**src/rtl/select_pkg.sv**
```systemverilog
// Shared types and limits for the select debouncer and related input-conditioning blocks.
package select_pkg;

  typedef enum logic [1:0] {
    ST_LOW       = 2'd0,
    ST_RISE_WAIT = 2'd1,
    ST_HIGH      = 2'd2,
    ST_FALL_WAIT = 2'd3
  } state_t;

  localparam int unsigned DEBOUNCE_MIN = 2;

endpackage

```
**src/rtl/sync_2ff.sv**
```systemverilog
// Two-flop synchroniser for asynchronous single-bit inputs; synchronous active-high reset to 0.
module sync_2ff (
  input  logic clk,
  input  logic rst,
  input  logic d,
  output logic q
);

  logic stage1;

  always_ff @(posedge clk) begin
    if (rst) begin
      stage1 <= 1'b0;
      q      <= 1'b0;
    end else begin
      stage1 <= d;
      q      <= stage1;
    end
  end

endmodule

```
**src/rtl/select_debouncer.sv**
```systemverilog
// Synchronises and debounces a raw switch into the mux select S, with registered edge pulses.
// Define SELECT_TOGGLE_EN to make each debounced press toggle S instead of following the level.
module select_debouncer
  import select_pkg::*;
#(
  parameter int unsigned DEBOUNCE_CYCLES = 16,
  parameter int unsigned CNT_W           = $clog2(DEBOUNCE_CYCLES)
) (
  input  logic CLK,
  input  logic RST,
  input  logic SW_RAW,
  output logic S,
  output logic S_RISE,
  output logic S_FALL,
  output logic BUSY
);

  if (DEBOUNCE_CYCLES < DEBOUNCE_MIN) begin : g_bad_cfg
    $error("select_debouncer: DEBOUNCE_CYCLES below DEBOUNCE_MIN");
  end

  localparam logic [CNT_W-1:0] CNT_LAST = CNT_W'(DEBOUNCE_CYCLES - 1);
  localparam logic [CNT_W-1:0] CNT_ONE  = CNT_W'(1);

  logic             sw_sync;
  state_t           state, state_next;
  logic [CNT_W-1:0] cnt, cnt_next;
  logic             rise_done, fall_done;
  logic             s_next;

  sync_2ff u_sync (
    .clk (CLK),
    .rst (RST),
    .d   (SW_RAW),
    .q   (sw_sync)
  );

  always_comb begin
    state_next = state;
    cnt_next   = cnt;
    rise_done  = 1'b0;
    fall_done  = 1'b0;
    case (state)
      ST_LOW: begin
        if (sw_sync) begin
          cnt_next   = CNT_ONE;
          state_next = ST_RISE_WAIT;
        end
      end
      ST_RISE_WAIT: begin
        if (!sw_sync) begin
          cnt_next   = '0;
          state_next = ST_LOW;
        end else if (cnt == CNT_LAST) begin
          cnt_next   = '0;
          rise_done  = 1'b1;
          state_next = ST_HIGH;
        end else begin
          cnt_next = cnt + CNT_ONE;
        end
      end
      ST_HIGH: begin
        if (!sw_sync) begin
          cnt_next   = CNT_ONE;
          state_next = ST_FALL_WAIT;
        end
      end
      ST_FALL_WAIT: begin
        if (sw_sync) begin
          cnt_next   = '0;
          state_next = ST_HIGH;
        end else if (cnt == CNT_LAST) begin
          cnt_next   = '0;
          fall_done  = 1'b1;
          state_next = ST_LOW;
        end else begin
          cnt_next = cnt + CNT_ONE;
        end
      end
      default: begin
        cnt_next   = '0;
        state_next = ST_LOW;
      end
    endcase
  end

  // S is its own flop so toggle mode can diverge from the debounced level held in the state.
`ifdef SELECT_TOGGLE_EN
  always_comb s_next = S ^ rise_done;
`else
  always_comb s_next = rise_done ? 1'b1 : (fall_done ? 1'b0 : S);
`endif

  always_ff @(posedge CLK) begin
    if (RST) begin
      state  <= ST_LOW;
      cnt    <= '0;
      S      <= 1'b0;
      S_RISE <= 1'b0;
      S_FALL <= 1'b0;
      BUSY   <= 1'b0;
    end else begin
      state  <= state_next;
      cnt    <= cnt_next;
      S      <= s_next;
      S_RISE <= s_next & ~S;
      S_FALL <= ~s_next & S;
      BUSY   <= (cnt_next != '0);
    end
  end

endmodule

```
**config.mk**
```make
export PLATFORM = sky130hd
export DESIGN_NAME = select_debouncer
export DESIGN_NICKNAME = d
export VERILOG_FILES = /design/src/rtl/select_pkg.sv /design/src/rtl/sync_2ff.sv /design/src/rtl/select_debouncer.sv
export SDC_FILE = /design/constraint.sdc
export NUM_CORES = 1
export LEC_CHECK = 0
export ABC_AREA = 1
export BUFFER_PORTS_ARGS = -buffer_cell sky130_fd_sc_hd__buf_2
export CORE_ASPECT_RATIO = 1.2
export CORE_UTILIZATION = 30
export CTS_CLUSTER_SIZE = 40
export DETAILED_ROUTE_END_ITERATION = 16
export GPL_ROUTABILITY_DRIVEN = 0
export HOLD_SLACK_MARGIN = 0.15
export PLACE_DENSITY = 0.49
export SLEW_MARGIN = 20
export SYNTH_ARGS = -nofsm -noshare
export SYNTH_HDL_FRONTEND = slang
export SYNTH_SLANG_ARGS = --single-unit
```
**constraint.sdc**
```tcl
create_clock -name CLK -period 1.4 [get_ports CLK]
set_input_delay 0.21 -clock CLK [delete_from_list [all_inputs] [get_ports CLK]]
set_output_delay 0.21 -clock CLK [all_outputs]
set_load 0.05 [all_outputs]
```
# Word-level counts from Yosys, hierarchy flattened
# Cells that the tools add are included.
word_totals:
  register_bits: 12
  latchBits: 0
  mem_bits_rw: 0
  mem_bits_ro: 0
  inputBits: 3
  out_inout_bits: 4
  memories: 0
classes:
  addsub: 1
  mul: 0
  n_div: 0
  n_lt_le_gt_ge: 0
  eq_ne: 8
  shift: 0
  muxes: 20
  n_bitwise: 4
  n_reduce_logical: 3
op_table:
  columns: ["cell", "n"]
  rows:
  - ["4-bit 2-to-1 mux", 5]
  - ["4-bit case mux with 4 select lines", 1]
  - ["2-bit 2-to-1 mux", 6]
  - ["2-bit case mux with 4 select lines", 1]
  - ["1-bit 2-to-1 mux", 7]
  - ["4-bit by 1-bit adder with 4-bit output, second input constant", 1]
  - ["2-bit == test, second input constant", 2]
  - ["4-bit == test, second input constant", 1]
  - ["4-bit AND reduction", 1]
  - ["4-bit nonzero test", 1]
  - ["3-bit by 2-bit inequality test with 1-bit output, second input constant", 1]
  - ["3-bit inequality test, second input constant", 1]
  - ["1-bit bitwise AND", 2]
  - ["2-bit by 1-bit == test with 1-bit output, second input constant", 1]
  - ["2-bit logical NOT", 1]
  - ["2-bit by 1-bit inequality test with 1-bit output, second input constant", 1]
  - ["2-bit inequality test, second input constant", 1]
  - ["1-bit inverter", 2]

# Longest topological paths before layout
depth:
  depth_word: 8
  mapped_depth: 10
  depth_no_buf: 10

# By module
# A second synthesis with hierarchy kept.
hier_totals:
  hier_cells: 85
  hier_area_um2: 583.1
by_module_without_submodules:
  columns: ["module", "n_inst", "cells_per_inst", "area_each_um2", "seq_area_each_um2"]
  rows:
  - ["select_debouncer", 1, 79, 528.0, 200.2]
  - ["sync_2ff", 1, 6, 55.1, 40.0]

# Worst setup path before layout
# OpenSTA, ideal clock, no wires.
synth_timing:
  kind: "reg-to-reg"
  start: "reg cnt[0]"
  end: "reg S"
  setup_time_ps: 127
  arrival_ps: 1113
  setup_slack_ps: 159
  path_stages_with_launch: 9
  period_less_slack_ps: 1241
  cell_sequence: "dfxtp_1 ha_1 nand3_2 nor2_2 inv_2 nor2_4 nand2_2 a21oi_1 nor2_1"
synth_between:
  elab_chain_cells: 6
synth_rtl:
  columns: ["element", "line_no", "source"]
  rows:
  - ["start: declaration", "select_debouncer.sv:27", "logic [CNT_W-1:0] cnt, cnt_next;"]
  - ["start signal: assignment", "select_debouncer.sv:104", "cnt <= cnt_next;"]
  - ["4-bit == test *", "select_debouncer.sv:54, select_debouncer.sv:72", null]
  - ["1-bit 2-to-1 mux *", "select_debouncer.sv:54, select_debouncer.sv:72", null]
  - ["1-bit 2-to-1 mux", "select_debouncer.sv:69", "if (sw_sync) begin"]
  - ["1-bit 2-to-1 mux", "select_debouncer.sv:43", "case (state)"]
  - ["1-bit 2-to-1 mux", "select_debouncer.sv:91", "always_comb s_next = rise_done ? 1'b1 : (fall_done ? 1'b0 : S);"]
  - ["1-bit 2-to-1 mux *", "select_debouncer.sv:91", null]
  - ["end signal: assignment", "select_debouncer.sv:105", "S <= s_next;"]
  - ["end: declaration", "select_debouncer.sv:12", "output logic S,"]
# Mark *: on every way between the ends. The rest lies on a longest branch, timed or not.
# A chain may end at the register's enable or synchronous reset.

# Final worst setup path
# Ends and elaborated chain as after synthesis.

==> metrics.yaml <==
finalNetCount: 96
power_density_nw_per_um2: 987
ant_nets: 0
power_w: 0.000683
first_global_vias: 474
htree_levels: 1
finClkSkew_ns: 0.00309
synth_fp_nets: 85
r2r_slack_ns: 0.16
drt_pre_antenna_iters: 4
grtUsageTotal_pct: 11.9
vdd_drop_max_mv: 0.407
top_usage_layer: "met2"
path_class: "reg2reg"
numCtsBuffers: 3
synth_top_area_share_pct: 42.5
clkTransAtPathRegs_ns: 0.08
post-route-drc-count: 0
syn_inst: 81
async_flop_share_pct: 0
final_hold_viol_count: 0
hpwl_um: 795
fin_cells: 109
synth_common_cells: "nand2_1 (19), inv_1 (14), dfxtp_1 (12)"
synth.most_common_cell: "nand2_1"
core_um2: 1700
dp_cells: 104
fin_crit_sh_pct: 88.8
setup_tns_ns: 0
syn_area_per_cell_um2: 6.98
status: "completed"
r2r_start: "cnt[0]"
crit_path_start_kind: "register"
ios: 7
synth_edf_count: 0
routedWlPerCell_um: 9.80
syn2layout_area_growth_pct: 22.3
rsz0062_at_grt: "no"
reg2reg_to: "S"
syn_area_um2: 566
clkSinkCount: 12
fin_util_pct: 40.7
crit_path_max_fanout: 3
die_w_um: 41.6
synth.distinct_cells: 20
drive_above_1_share_pct: 24.2
final-max-slew-violation-count: 0
drtIter0Drc: 14
grt_first_pass_wirelength_um: 1840
met2_usage_pct: 19.5
cts_setup_buffers: 0
cts_tree: "done"
diodes: 0
critPathLaunch: "cnt[0]"
via_per_inst: 4.67
num_vias: 509
period_needed_ns: 1.24
yosys.area.top_type: "dfxtp_1"
grtUsageMet1_pct: 13.1
synthTopCellsByArea: "dfxtp_1 (42%), nand2_1 (13%), inv_1 (9.3%), nand3_1 (8.0%), nor2_1 (6.0%)"
power_leakage_nw: 0.341
port_buffers: 6
clk_root_buffer_cell: "clkbuf_4"
max_freq_ghz: 0.804
crit_required_ns: 1.58
grt_max_degree: 10
reg2reg_depth: 8
synthFlopType: "dfxtp_1"
grt-ovfl-total: 0
die_h_um: 49.6
slew_headroom_pct: 82.7
setup_slack_ns: 0.156
cp-end-kind: "register"
worst_slew_pin_slew_ns: 0.259
num_rows: 16
routed_wl_um: 1070
dpl_worst_slack_ns: 0.0553
die_area_um2: 2060
clk_latency_ns: 0.28
ys_warn_count: 0
start_util_pct: 33.2
max_cap_violations: 0
clockBufferDepth: 2
critPathCapture: "S"
ys_ff_latch: 12
arrival_ns: 1.42
setup_viol: 0
use_met3_pct: 3.30
min_path_type: "in2reg"
antenna_found_initial: 0
ys_seq_area_share_pct: 42.5
==> flip-flops by register name, summed over array words and instances, names as in the netlist, named ones only <==
signal	count
BUSY	1
u_sync.q	1
cnt	4
S	1
S_FALL	1
u_sync.stage1	1
state	1
S_RISE	1
==> power by group <==
group	internal, W	switching [W]
registers	0.000348	0.00000571
clock network	0.000158	0.000133
logic	0.0000129	0.0000247
total	0.000520	0.000163
==> layer usage <==
metal	wire, um	share of wire [%]
met3	36	3.4
met4	14	1.3
met5	0	0
met2	501	47
met1	515	48
==> worst min path at each step <==
stage	cells after the start	slack [ns]	to	from
5_1_grt	2	0.23	S_FALL	RST
3_3_place_gp	2	0.40	u_sync.q	u_sync.stage1
6_report	2	0.21	u_sync.q	RST
3_5_place_dp	2	0.40	u_sync.q	u_sync.stage1
2_1_floorplan	2	0.32	u_sync.stage1	SW_RAW
4_1_cts	2	0.21	S_FALL	RST
==> cell families (layout without fill, tap and decap cells) <==
group | Yosys count | count (layout) | synth area share, %
fa+ha+maj | 1 | 1 | 2.21
flops | 12 | 12 | 42.5
compound gates | 5 | 5 | 5.09
buf+inv | 17 | 27 | 11.3
xor+xnor | 1 | 1 | 1.55
simple gates | 45 | 45 | 37.4
==> layout by cell type (no fill, tap or decap), types with 2 or more instances in the layout <==
cell	synthesis	final
o21ai_0	2	2
nand3_1	9	9
inv_1	14	14
nand2_1	19	19
dfxtp_1	12	9
buf_2	0	6
dfxtp_2	0	3
clkbuf_4	0	3
nor2_4	1	2
inv_2	2	2
nor2_1	9	8
nand4_1	2	2
==> through the flow <==
step	cell area, um^2	hold WS (ns)
detailed placement	614	0.398
global route	692	0.225
global placement	614	0.400
floorplan	566	0.317
finish	692	0.214
CTS	661	0.212
==> area by class of cell <==
cell class / count / area [um^2]
clock buffers: 4 / 36.3
fillers: 180 / 1010
inverters: 16 / 60.1
multi-input cells: 52 / 289
flip-flops and latches: 12 / 244
well taps: 18 / 22.5
repair buffers: 7 / 40.0
==> repair_timing <==
| item | 4_1_cts | 5_1_grt |
|---|---|---|
| hold buffers | 1 | 0 |
| hold endpoints to repair | 1 | 0 |
| resized for setup | 0 | 8 |
| setup endpoints to repair | 0 | 3 |
==> worst max-delay path: stages (launching register included) <==
cell and delay (ns):
dfxtp_2 0.37, ha_4 0.17, nand3_4 0.10, nor2_4 0.12, inv_2 0.06, nor2_4 0.09, nand2_2 0.07, a21oi_1 0.13
nor2_1 0.05
(Power assumes the default switching activity.)
